--- src/rtl/exu_alu_issue_if.sv ---
// Bundle of the EXU issue block's handshake and ALU signals.
// master = the EXU sequencer; slave = its environment (IDU, ALU and WBU side).
interface exu_alu_issue_if;
  // IDU -> EXU
  logic        in_valid;
  logic        in_ready;
  logic [6:0]  in_opcode;
  logic [2:0]  in_funct3;
  logic        in_funct7_5;
  logic [31:0] in_pc;
  logic [31:0] in_rs1;
  logic [31:0] in_rs2;
  logic [31:0] in_imm;
  // EXU <-> combinational ALU
  logic [3:0]  alu_op;
  logic [31:0] alu_num1;
  logic [31:0] alu_num2;
  logic [31:0] alu_res;
  // EXU -> WBU
  logic        out_valid;
  logic        out_ready;
  logic [31:0] out_rd_data;
  logic        out_rd_wen;
  logic [31:0] out_next_pc;
  logic        out_illegal;

  modport master (
    input  in_valid, in_opcode, in_funct3, in_funct7_5, in_pc, in_rs1, in_rs2, in_imm,
    input  alu_res, out_ready,
    output in_ready, alu_op, alu_num1, alu_num2,
    output out_valid, out_rd_data, out_rd_wen, out_next_pc, out_illegal
  );

  modport slave (
    output in_valid, in_opcode, in_funct3, in_funct7_5, in_pc, in_rs1, in_rs2, in_imm,
    output alu_res, out_ready,
    input  in_ready, alu_op, alu_num1, alu_num2,
    input  out_valid, out_rd_data, out_rd_wen, out_next_pc, out_illegal
  );
endinterface

--- src/rtl/exu_alu_issue.sv ---
// Multicycle EXU sequencer: takes one decoded instruction, drives the shared
// combinational ALU once (twice for branches) and holds the result for WBU.
module exu_alu_issue #(
  parameter int          XLEN     = 32,
  parameter logic [31:0] RESET_PC = 32'h0
) (
  input logic             clk,
  input logic             rst,
  exu_alu_issue_if.master bus
);

  localparam logic [6:0] OPC_OP     = 7'b0110011;
  localparam logic [6:0] OPC_OP_IMM = 7'b0010011;
  localparam logic [6:0] OPC_LUI    = 7'b0110111;
  localparam logic [6:0] OPC_AUIPC  = 7'b0010111;
  localparam logic [6:0] OPC_JAL    = 7'b1101111;
  localparam logic [6:0] OPC_JALR   = 7'b1100111;
  localparam logic [6:0] OPC_BRANCH = 7'b1100011;

  typedef enum logic [1:0] {S_IDLE, S_CALC, S_BR_TGT, S_DONE} state_e;

  typedef enum logic [3:0] {
    ALU_ADD = 4'd0, ALU_SUB = 4'd1, ALU_XOR = 4'd2, ALU_OR   = 4'd3,
    ALU_AND = 4'd4, ALU_LTS = 4'd5, ALU_SLL = 4'd6, ALU_SRL  = 4'd7,
    ALU_SRA = 4'd8, ALU_LTU = 4'd9, ALU_EQ  = 4'd10
  } alu_op_e;

  state_e          state;
  logic [6:0]      opc_q;
  logic [2:0]      f3_q;
  logic            f75_q;
  logic [XLEN-1:0] pc_q, rs1_q, rs2_q, imm_q;
  logic            taken_q;

  logic            out_valid_q, out_rd_wen_q, out_illegal_q;
  logic [XLEN-1:0] out_rd_data_q, out_next_pc_q;

  alu_op_e         alu_op_d;
  logic [XLEN-1:0] num1_d, num2_d;
  logic            calc_illegal;
  logic [XLEN-1:0] pc_plus4;

  // Register-register / register-immediate funct3 map; alt selects SUB or SRA.
  function automatic alu_op_e arith_op(input logic [2:0] f3, input logic alt);
    case (f3)
      3'b000:  arith_op = alt ? ALU_SUB : ALU_ADD;
      3'b001:  arith_op = ALU_SLL;
      3'b010:  arith_op = ALU_LTS;
      3'b011:  arith_op = ALU_LTU;
      3'b100:  arith_op = ALU_XOR;
      3'b101:  arith_op = alt ? ALU_SRA : ALU_SRL;
      3'b110:  arith_op = ALU_OR;
      default: arith_op = ALU_AND;
    endcase
  endfunction

  // Return address and fall-through PC come from a private adder, wrapping mod 2^32.
  assign pc_plus4 = pc_q + 32'd4;

  // Unknown opcodes and branch funct3 010/011 never touch the ALU.
  always_comb begin
    case (opc_q)
      OPC_OP, OPC_OP_IMM, OPC_LUI, OPC_AUIPC, OPC_JAL, OPC_JALR: calc_illegal = 1'b0;
      OPC_BRANCH: calc_illegal = (f3_q[2:1] == 2'b01);
      default:    calc_illegal = 1'b1;
    endcase
  end

  // ALU operand/op select; idle ALU inputs rest at zero outside CALC/BR_TGT.
  always_comb begin
    // NOTE: defaults first so every path assigns every output and no latch is inferred.
    alu_op_d = ALU_ADD;
    num1_d   = '0;
    num2_d   = '0;
    if (state == S_CALC && !calc_illegal) begin
      case (opc_q)
        OPC_OP:     begin alu_op_d = arith_op(f3_q, f75_q); num1_d = rs1_q; num2_d = rs2_q; end
        OPC_OP_IMM: begin
          // ADDI has no subtract form: bit 30 is just immediate there.
          alu_op_d = arith_op(f3_q, (f3_q == 3'b101) && f75_q);
          num1_d   = rs1_q;
          num2_d   = imm_q;
        end
        OPC_LUI:    begin num1_d = '0;    num2_d = imm_q; end
        OPC_AUIPC:  begin num1_d = pc_q;  num2_d = imm_q; end
        OPC_JAL:    begin num1_d = pc_q;  num2_d = imm_q; end
        OPC_JALR:   begin num1_d = rs1_q; num2_d = imm_q; end
        OPC_BRANCH: begin
          alu_op_d = !f3_q[2] ? ALU_EQ : (!f3_q[1] ? ALU_LTS : ALU_LTU);
          num1_d   = rs1_q;
          num2_d   = rs2_q;
        end
        default: ;
      endcase
    end else if (state == S_BR_TGT) begin
      num1_d = pc_q;
      num2_d = imm_q;
    end
  end

  // Sequencer FSM: latch, compute, optional branch target, hold for WBU.
  always_ff @(posedge clk) begin
    // NOTE: state uses non-blocking assignments so every flop samples pre-edge values.
    if (rst) begin
      state         <= S_IDLE;
      // NOTE: latched fields are reset too, so a discarded instruction leaves no trace.
      opc_q         <= '0;
      f3_q          <= '0;
      f75_q         <= 1'b0;
      pc_q          <= '0;
      rs1_q         <= '0;
      rs2_q         <= '0;
      imm_q         <= '0;
      taken_q       <= 1'b0;
      out_valid_q   <= 1'b0;
      out_rd_wen_q  <= 1'b0;
      out_illegal_q <= 1'b0;
      out_rd_data_q <= '0;
      out_next_pc_q <= RESET_PC;
    end else begin
      case (state)
        S_IDLE: if (bus.in_valid) begin
          opc_q         <= bus.in_opcode;
          f3_q          <= bus.in_funct3;
          f75_q         <= bus.in_funct7_5;
          pc_q          <= bus.in_pc;
          rs1_q         <= bus.in_rs1;
          rs2_q         <= bus.in_rs2;
          imm_q         <= bus.in_imm;
          out_illegal_q <= 1'b0;
          state         <= S_CALC;
        end
        S_CALC: begin
          if (calc_illegal) begin
            out_illegal_q <= 1'b1;
            out_rd_wen_q  <= 1'b0;
            out_rd_data_q <= '0;
            out_next_pc_q <= pc_plus4;
            out_valid_q   <= 1'b1;
            state         <= S_DONE;
          end else if (opc_q == OPC_BRANCH) begin
            // funct3[0] inverts the sense: BNE/BGE/BGEU.
            taken_q       <= bus.alu_res[0] ^ f3_q[0];
            out_rd_wen_q  <= 1'b0;
            out_rd_data_q <= '0;
            state         <= S_BR_TGT;
          end else begin
            out_rd_wen_q <= 1'b1;
            out_valid_q  <= 1'b1;
            state        <= S_DONE;
            case (opc_q)
              OPC_JAL:  begin out_rd_data_q <= pc_plus4; out_next_pc_q <= bus.alu_res; end
              OPC_JALR: begin out_rd_data_q <= pc_plus4; out_next_pc_q <= bus.alu_res & ~32'h1; end
              default:  begin out_rd_data_q <= bus.alu_res; out_next_pc_q <= pc_plus4; end
            endcase
          end
        end
        S_BR_TGT: begin
          out_next_pc_q <= taken_q ? bus.alu_res : pc_plus4;
          out_valid_q   <= 1'b1;
          state         <= S_DONE;
        end
        S_DONE: if (bus.out_ready) begin
          out_valid_q <= 1'b0;
          state       <= S_IDLE;
        end
        default: state <= S_IDLE;
      endcase
    end
  end

  assign bus.in_ready    = (state == S_IDLE);
  assign bus.alu_op      = alu_op_d;
  assign bus.alu_num1    = num1_d;
  assign bus.alu_num2    = num2_d;
  assign bus.out_valid   = out_valid_q;
  assign bus.out_rd_data = out_rd_data_q;
  assign bus.out_rd_wen  = out_rd_wen_q;
  assign bus.out_next_pc = out_next_pc_q;
  assign bus.out_illegal = out_illegal_q;

endmodule

--- src/flat_wrapper.sv ---
// flat-port wrapper written by rule: the top's interface ports become plain ports
module exu_alu_issue_flat 
#(
  parameter int          XLEN     = 32,
  parameter logic [31:0] RESET_PC = 32'h0
)
  (clk, rst, bus_in_valid, bus_in_opcode, bus_in_funct3, bus_in_funct7_5, bus_in_pc, bus_in_rs1, bus_in_rs2, bus_in_imm, bus_alu_res, bus_out_ready, bus_in_ready, bus_alu_op, bus_alu_num1, bus_alu_num2, bus_out_valid, bus_out_rd_data, bus_out_rd_wen, bus_out_next_pc, bus_out_illegal);
  exu_alu_issue_if bus_i ();
  input logic clk;
  input logic rst;
  input wire logic [$bits(bus_i.in_valid)-1:0] bus_in_valid;
  input wire logic [$bits(bus_i.in_opcode)-1:0] bus_in_opcode;
  input wire logic [$bits(bus_i.in_funct3)-1:0] bus_in_funct3;
  input wire logic [$bits(bus_i.in_funct7_5)-1:0] bus_in_funct7_5;
  input wire logic [$bits(bus_i.in_pc)-1:0] bus_in_pc;
  input wire logic [$bits(bus_i.in_rs1)-1:0] bus_in_rs1;
  input wire logic [$bits(bus_i.in_rs2)-1:0] bus_in_rs2;
  input wire logic [$bits(bus_i.in_imm)-1:0] bus_in_imm;
  input wire logic [$bits(bus_i.alu_res)-1:0] bus_alu_res;
  input wire logic [$bits(bus_i.out_ready)-1:0] bus_out_ready;
  output wire logic [$bits(bus_i.in_ready)-1:0] bus_in_ready;
  output wire logic [$bits(bus_i.alu_op)-1:0] bus_alu_op;
  output wire logic [$bits(bus_i.alu_num1)-1:0] bus_alu_num1;
  output wire logic [$bits(bus_i.alu_num2)-1:0] bus_alu_num2;
  output wire logic [$bits(bus_i.out_valid)-1:0] bus_out_valid;
  output wire logic [$bits(bus_i.out_rd_data)-1:0] bus_out_rd_data;
  output wire logic [$bits(bus_i.out_rd_wen)-1:0] bus_out_rd_wen;
  output wire logic [$bits(bus_i.out_next_pc)-1:0] bus_out_next_pc;
  output wire logic [$bits(bus_i.out_illegal)-1:0] bus_out_illegal;
  assign bus_i.in_valid = bus_in_valid;
  assign bus_i.in_opcode = bus_in_opcode;
  assign bus_i.in_funct3 = bus_in_funct3;
  assign bus_i.in_funct7_5 = bus_in_funct7_5;
  assign bus_i.in_pc = bus_in_pc;
  assign bus_i.in_rs1 = bus_in_rs1;
  assign bus_i.in_rs2 = bus_in_rs2;
  assign bus_i.in_imm = bus_in_imm;
  assign bus_i.alu_res = bus_alu_res;
  assign bus_i.out_ready = bus_out_ready;
  assign bus_in_ready = bus_i.in_ready;
  assign bus_alu_op = bus_i.alu_op;
  assign bus_alu_num1 = bus_i.alu_num1;
  assign bus_alu_num2 = bus_i.alu_num2;
  assign bus_out_valid = bus_i.out_valid;
  assign bus_out_rd_data = bus_i.out_rd_data;
  assign bus_out_rd_wen = bus_i.out_rd_wen;
  assign bus_out_next_pc = bus_i.out_next_pc;
  assign bus_out_illegal = bus_i.out_illegal;
  exu_alu_issue #(.XLEN(XLEN), .RESET_PC(RESET_PC)) u_core (.clk(clk), .rst(rst), .bus(bus_i));
endmodule
--- config.mk ---
export PLATFORM = sky130hd
export DESIGN_NAME = exu_alu_issue_flat
export DESIGN_NICKNAME = d
export VERILOG_FILES = /design/src/rtl/exu_alu_issue_if.sv /design/src/rtl/exu_alu_issue.sv /design/src/flat_wrapper.sv
export SDC_FILE = /design/constraint.sdc
export NUM_CORES = 1
export LEC_CHECK = 0
export CAP_MARGIN = 25
export CORE_ASPECT_RATIO = 0.8
export CORE_MARGIN = 3
export CORE_UTILIZATION = 43
export CTS_BUF_LIST = sky130_fd_sc_hd__clkbuf_2
export DETAILED_ROUTE_END_ITERATION = 8
export GPL_TIMING_DRIVEN = 0
export PLACE_DENSITY = 0.88
export SLEW_MARGIN = 15
export SYNTH_ARGS = -nofsm -noshare
export SYNTH_HDL_FRONTEND = slang
export SYNTH_SLANG_ARGS = --single-unit
--- constraint.sdc ---
create_clock -name clk -period 2.15 [get_ports clk]
set_clock_uncertainty 0.2 [all_clocks]
set_input_delay 0.215 -clock clk [delete_from_list [all_inputs] [get_ports clk]]
set_output_delay 0.215 -clock clk [all_outputs]
set_load 0.02 [all_outputs]
### After elaboration in Yosys (flattened, before gate mapping)

Index checks and enable logic that the tools add are counted.

* multiply operators: 0
* add/sub/neg operators: 1
* bitwise operators: 2
* equality and inequality tests: 21
* mux-type cells: 39
* shift-type cells: 0
* magnitude comparators: 0
* reduce and logical (&&, ||, !) cells: 20
* divide/modulo/power cells: 0

Operators with widths (number)
* $mux 32: 10
* $pmux 32 s2: 4
* $pmux 4 s7: 2
* $add 32x3->32 const B: 1
* $eq 7x7->1 const B: 3
* $mux 4: 5
* $eq 7x5->1 const B: 2
* $eq 7x6->1 const B: 2
* $pmux 4 s3: 1
* $mux 1: 10
* $eq 3x3->1 const B: 3
* $reduce_and 3->1: 3
* $pmux 2 s4: 1
* $eq 3x2->1 const B: 2
* $mux 2: 3
* $reduce_and 2->1: 3
* $reduce_or 2->1: 3
* $reduce_or 6->1: 1
* $reduce_or 5->1: 1
* $eq 2x1->1 const B: 2
* $eq 2x2->1 const B: 2
* $ne 2x2->1 const B: 2
* $pmux 1 s2: 2
* $reduce_bool 2->1: 2
* 12 further kinds: 13

* bits in latches: 0
* memory bits (read-only): 0
* memories kept: 0
* RAM bits: 0
* output and inout bits: 136
* bits in registers: 209
* word-level logic and storage cells: 97
* bits of input ports: 175

### Longest topological paths before layout

* depth in word-level cells: 6
* depth in mapped cells: 8
* mapped depth without buffers: 7

### Worst setup path after synthesis

No wires, ideal clock.

* path type: reg2out
* start point: register u_core.opc_q[3]
* end point: output bus_alu_num1[10]
* data arrival time: 2.006 ns
* slack: -0.271 ns
* cell stages (with the launch flop): 8
* buffers on the path: 2
* data required time: 1.735 ns
* path through: dfxtp_1 and4bb_2 and2_1 buf_6 a2111oi_4 o32ai_2 buf_2 a22o_1

* cells in the longest elaborated chain, start to end: 6
* elaborated cells between the ends (all ways): 15
* classes of those cells: 7 x eq/ne; 3 x mux; 5 x reduce/logical

Ends and longest elaborated chain
* start: declaration: RTL line exu_alu_issue.sv:29 `logic [6:0] opc_q;`
* start signal: assignment: RTL line exu_alu_issue.sv:123 `opc_q <= bus.in_opcode;`
* $eq 7x6->1, or another cell as far along: RTL line exu_alu_issue.sv:62 `case (opc_q)`
* $reduce_or 6->1: RTL line exu_alu_issue.sv:62
* $pmux 1 s2: RTL line exu_alu_issue.sv:62
* $logic_not 1->1: RTL line exu_alu_issue.sv:75 `if (state == S_CALC && !calc_illegal) begin`
* $logic_and 1x1->1: RTL line exu_alu_issue.sv:75
* $mux 32 *: RTL line exu_alu_issue.sv:75
* end: declaration: RTL line flat_wrapper.sv:23 `output wire logic [$bits(bus_i.alu_num1)-1:0] bus_alu_num1;`

Mark *: on every way between the ends. The rest lies on a longest branch, timed or not.

### Final worst setup path

* start point: register u_core.opc_q[0]
* end point: output bus_alu_num1[20]

Same word-level chain as after synthesis.

==> out/results.ini <==
[status]
status=finished with violations
violations=negative setup slack

[global_routing]
track_usage_pct=37.03
grt_pass1_vias=12870
grt_start_max_net_pins=20
grt_pass1_wl_um=69460
antenna_found_initial=4
gr-total-overflow=0

[logic_synthesis]
yosysTopAreaCell=dfxtp_1
yosys_register_bits=209
synth_most_common_cell=nand2_1
seq_area_frac_synth_pct=43.98
syn-num-nets=1370
synth_area_leaders=dfxtp_1, nand2_1, a21oi_1
yosys-top-cells-count=nand2_1, dfxtp_1, a21oi_1
synthArstFlopShare_pct=0
yosysTopAreaCellShare_pct=43.98
syn-instance-count=1190
synth-edff-count=0
syn_area_um2=9513
yosysWarnings=0
synth_cell_types=67
syn_avg_cell_area_um2=7.994
synth_top_flop_cell=dfxtp_1

[sta]
setup_viol=126
clock.fmax_ghz=0.2957
final_hold_viol_count=0
rsz0062_at_grt=true
final.min_clock_period_ns=3.381
whs_ns=0.2275
tightestPinTransition_ns=0.9540
fin_crit_sh_pct=157.3
max-slew-margin-rel_pct=36.40
finalWorstSetupSlack_ns=-1.231
report.final.slew_viol_count=0

[setup_path]
slowest_delay_ns=0.39
worst-path-buf-inv=3
worst_path_most_repeated_cell=buf_6
worstSetupEndpointType=primary output
cp_slowest_cell=dfxtp_4
crit_fanout=7
cp_top_family=compound AO/OA/AOI/OAI gates
path_class=register to primary output
worst_ep_required_time_ns=1.74
critPathLaunchType=register
cp.arrival_ns=2.97
path_cells=and4bb_2, and2_4, a2111oi_4, o32ai_4, buf_6, buf_8, a22o_4, buf_6

[floorplanning]
io_pins=311
rows=48
design.die.area_um2=23960
die_w_um=172.3
initial_utilization_pct=43.88
die-height_um=139.0
coreArea_um2=21680

[placed_design]
gp_congestion=0.9154
detailedPlace.worstSlack_ns=-1.354
dp_hpwl_um=27330
port_buffers=310
dpl.cell_count=1800

[detailed_routing]
wl_per_cell_um=22.50
viasPerCell=5.912
vias=12880
drc_errors=0
drtIter0Drc=1327
ant_nets=0
first_pass_iters=6
drt-total-wl_um=49030

[finish]
fin_cells=2179
final_nets=2016
layout-drive-gt1-share_pct=25.61
fillers=1239
fin_util_pct=80.97
area_delta_synth_final_pct=84.53

[cts]
clock_sinks=209
cts_tree=built
clk_latency_ns=0.87
cts_root_buffer=clkbuf_2
cts_made_buffers=54
path_clk_slew_ns=0.16
h-tree-depth=2
clock_path_buffers=3

[run]
maxCapViolations=0

[pwr]
power.leakage_nw=7.322
powerDensity_nw_per_um2=862.9
irDropWorstVdd_v=0.0004762
power_mw=15.15

[hold_path]
hold_path.class=input port to register

[per-layer routing]
metal  part of all wire (%)  wire [um]  vias to the layer above  global-route usage [%]
li1                       -          -                     5518                       -
met1                     35      17210                     5998                   43.38
met2                     45      22110                     1032                   58.82
met3                     12       5743                      335                   10.94
met4                    8.1       3956                        0                   23.77
met5                      0          0                        -                       0
[cell usage in the layout (no fill, tap or decap), types with 8 or more instances in the layout]
master           synthesis  layout
nand2_1                324     315
dfxtp_1                209     185
clkdlybuf4s50_1          0     174
dlygate4sd3_1            0     173
a21oi_1                167     161
buf_6                    4     100
clkbuf_2                 0      96
buf_4                    5      79
dlygate4sd2_1            0      67
a22o_1                  75      41
a22o_4                   0      34
nor2_1                  44      34
clkbuf_1                72      22
dfxtp_4                  0      19
o21ai_0                 21      17
o21ai_1                 15      14
buf_8                    0      14
clkinv_1                 0      14
inv_1                   15      13
nand3_1                 18      13
o211ai_1                13      13
nand3b_1                12      12
xor2_1                  13      12
nand2b_1                13      11
xnor2_1                 11      11
buf_12                   0      10
nand4b_1                 9       9
nand4_1                  9       9
a32oi_1                 14       9
nor3_1                   9       8
[flip-flops by register name (all words and copies together) (netlist names), 2 cells and up]
register	flops
u_core.imm_q	32
u_core.opc_q	7
u_core.state	2
u_core.rs1_q	32
u_core.bus.out_rd_data	32
u_core.pc_q	32
u_core.rs2_q	32
u_core.f3_q	3
u_core.bus.out_next_pc	32
[worst min-delay path: cells and delay by family]
family	cells	cell delay, ns
compound gates	1	0.05
buf+inv	2	0.95
simple gates	1	0.06
[worst paths after layout]
kind | from | depth (start not counted) | slack (ns) | to
worst max-delay path | u_core.opc_q[0] | 8 | -1.23 | bus_alu_num1[20]
worst min-delay path | bus_in_rs1[9] | 4 | 0.23 | u_core.rs1_q[9]
worst max register to register | u_core.state[0] | 13 | -0.53 | u_core.bus.out_next_pc[12]
worst min register to register | u_core.bus.out_rd_data[4] | 2 | 0.26 | u_core.bus.out_rd_data[4]
[cells by family (layout without fill, tap and decap cells)]
family	Yosys count	count (layout)	share of synthesized area (%)
simple gates	479	479	22.94
compound gates	355	355	24.54
flops	209	209	43.98
buf+inv	112	796	5.037
xor+xnor	24	24	2.210
mux	6	6	0.6314
fa+ha+maj	5	5	0.6576
other cells	0	5	0
[layout make-up]
cell class | count | area (um^2) | area share [%]
inverter | 15 | 63.81 | 0.3635
sequential | 209 | 4262 | 24.28
timing repair buffer | 607 | 6107 | 34.79
tap | 300 | 375.4 | 2.138
antenna | 5 | 12.51 | 0.07128
clock buffer | 73 | 365.4 | 2.081
multi-input combinational | 869 | 5680 | 32.36
buffer | 80 | 570.5 | 3.250
clock inverter | 21 | 117.6 | 0.6700
[report_power, final]
| group | internal [mW] | leakage [nW] | switching (mW) |
|---|---|---|---|
| logic | 3.01 | 5.25 | 4.01 |
| registers | 4.55 | 1.72 | 0.683 |
| clock network | 1.05 | 0.355 | 1.85 |
| total | 8.61 | 7.32 | 6.54 |
[through the flow]
stage | TNS [ns] | instance area [um^2]
global route | -91.26 | 17550
floorplan | -4.131 | 9843
detailed placement | -186.12 | 13320
finish | -86.68 | 17550
CTS | -78.17 | 16680
global placement | -174.82 | 13320
[repair_timing]
item	CTS	global route
hold buffers	173	0
setup buffers	68	46
gates resized for setup	663	136
setup endpoints to repair	308	158
pin swaps	35	67
cloned	7	4
hold endpoints to repair	208	0
(Power assumes the default switching activity.)
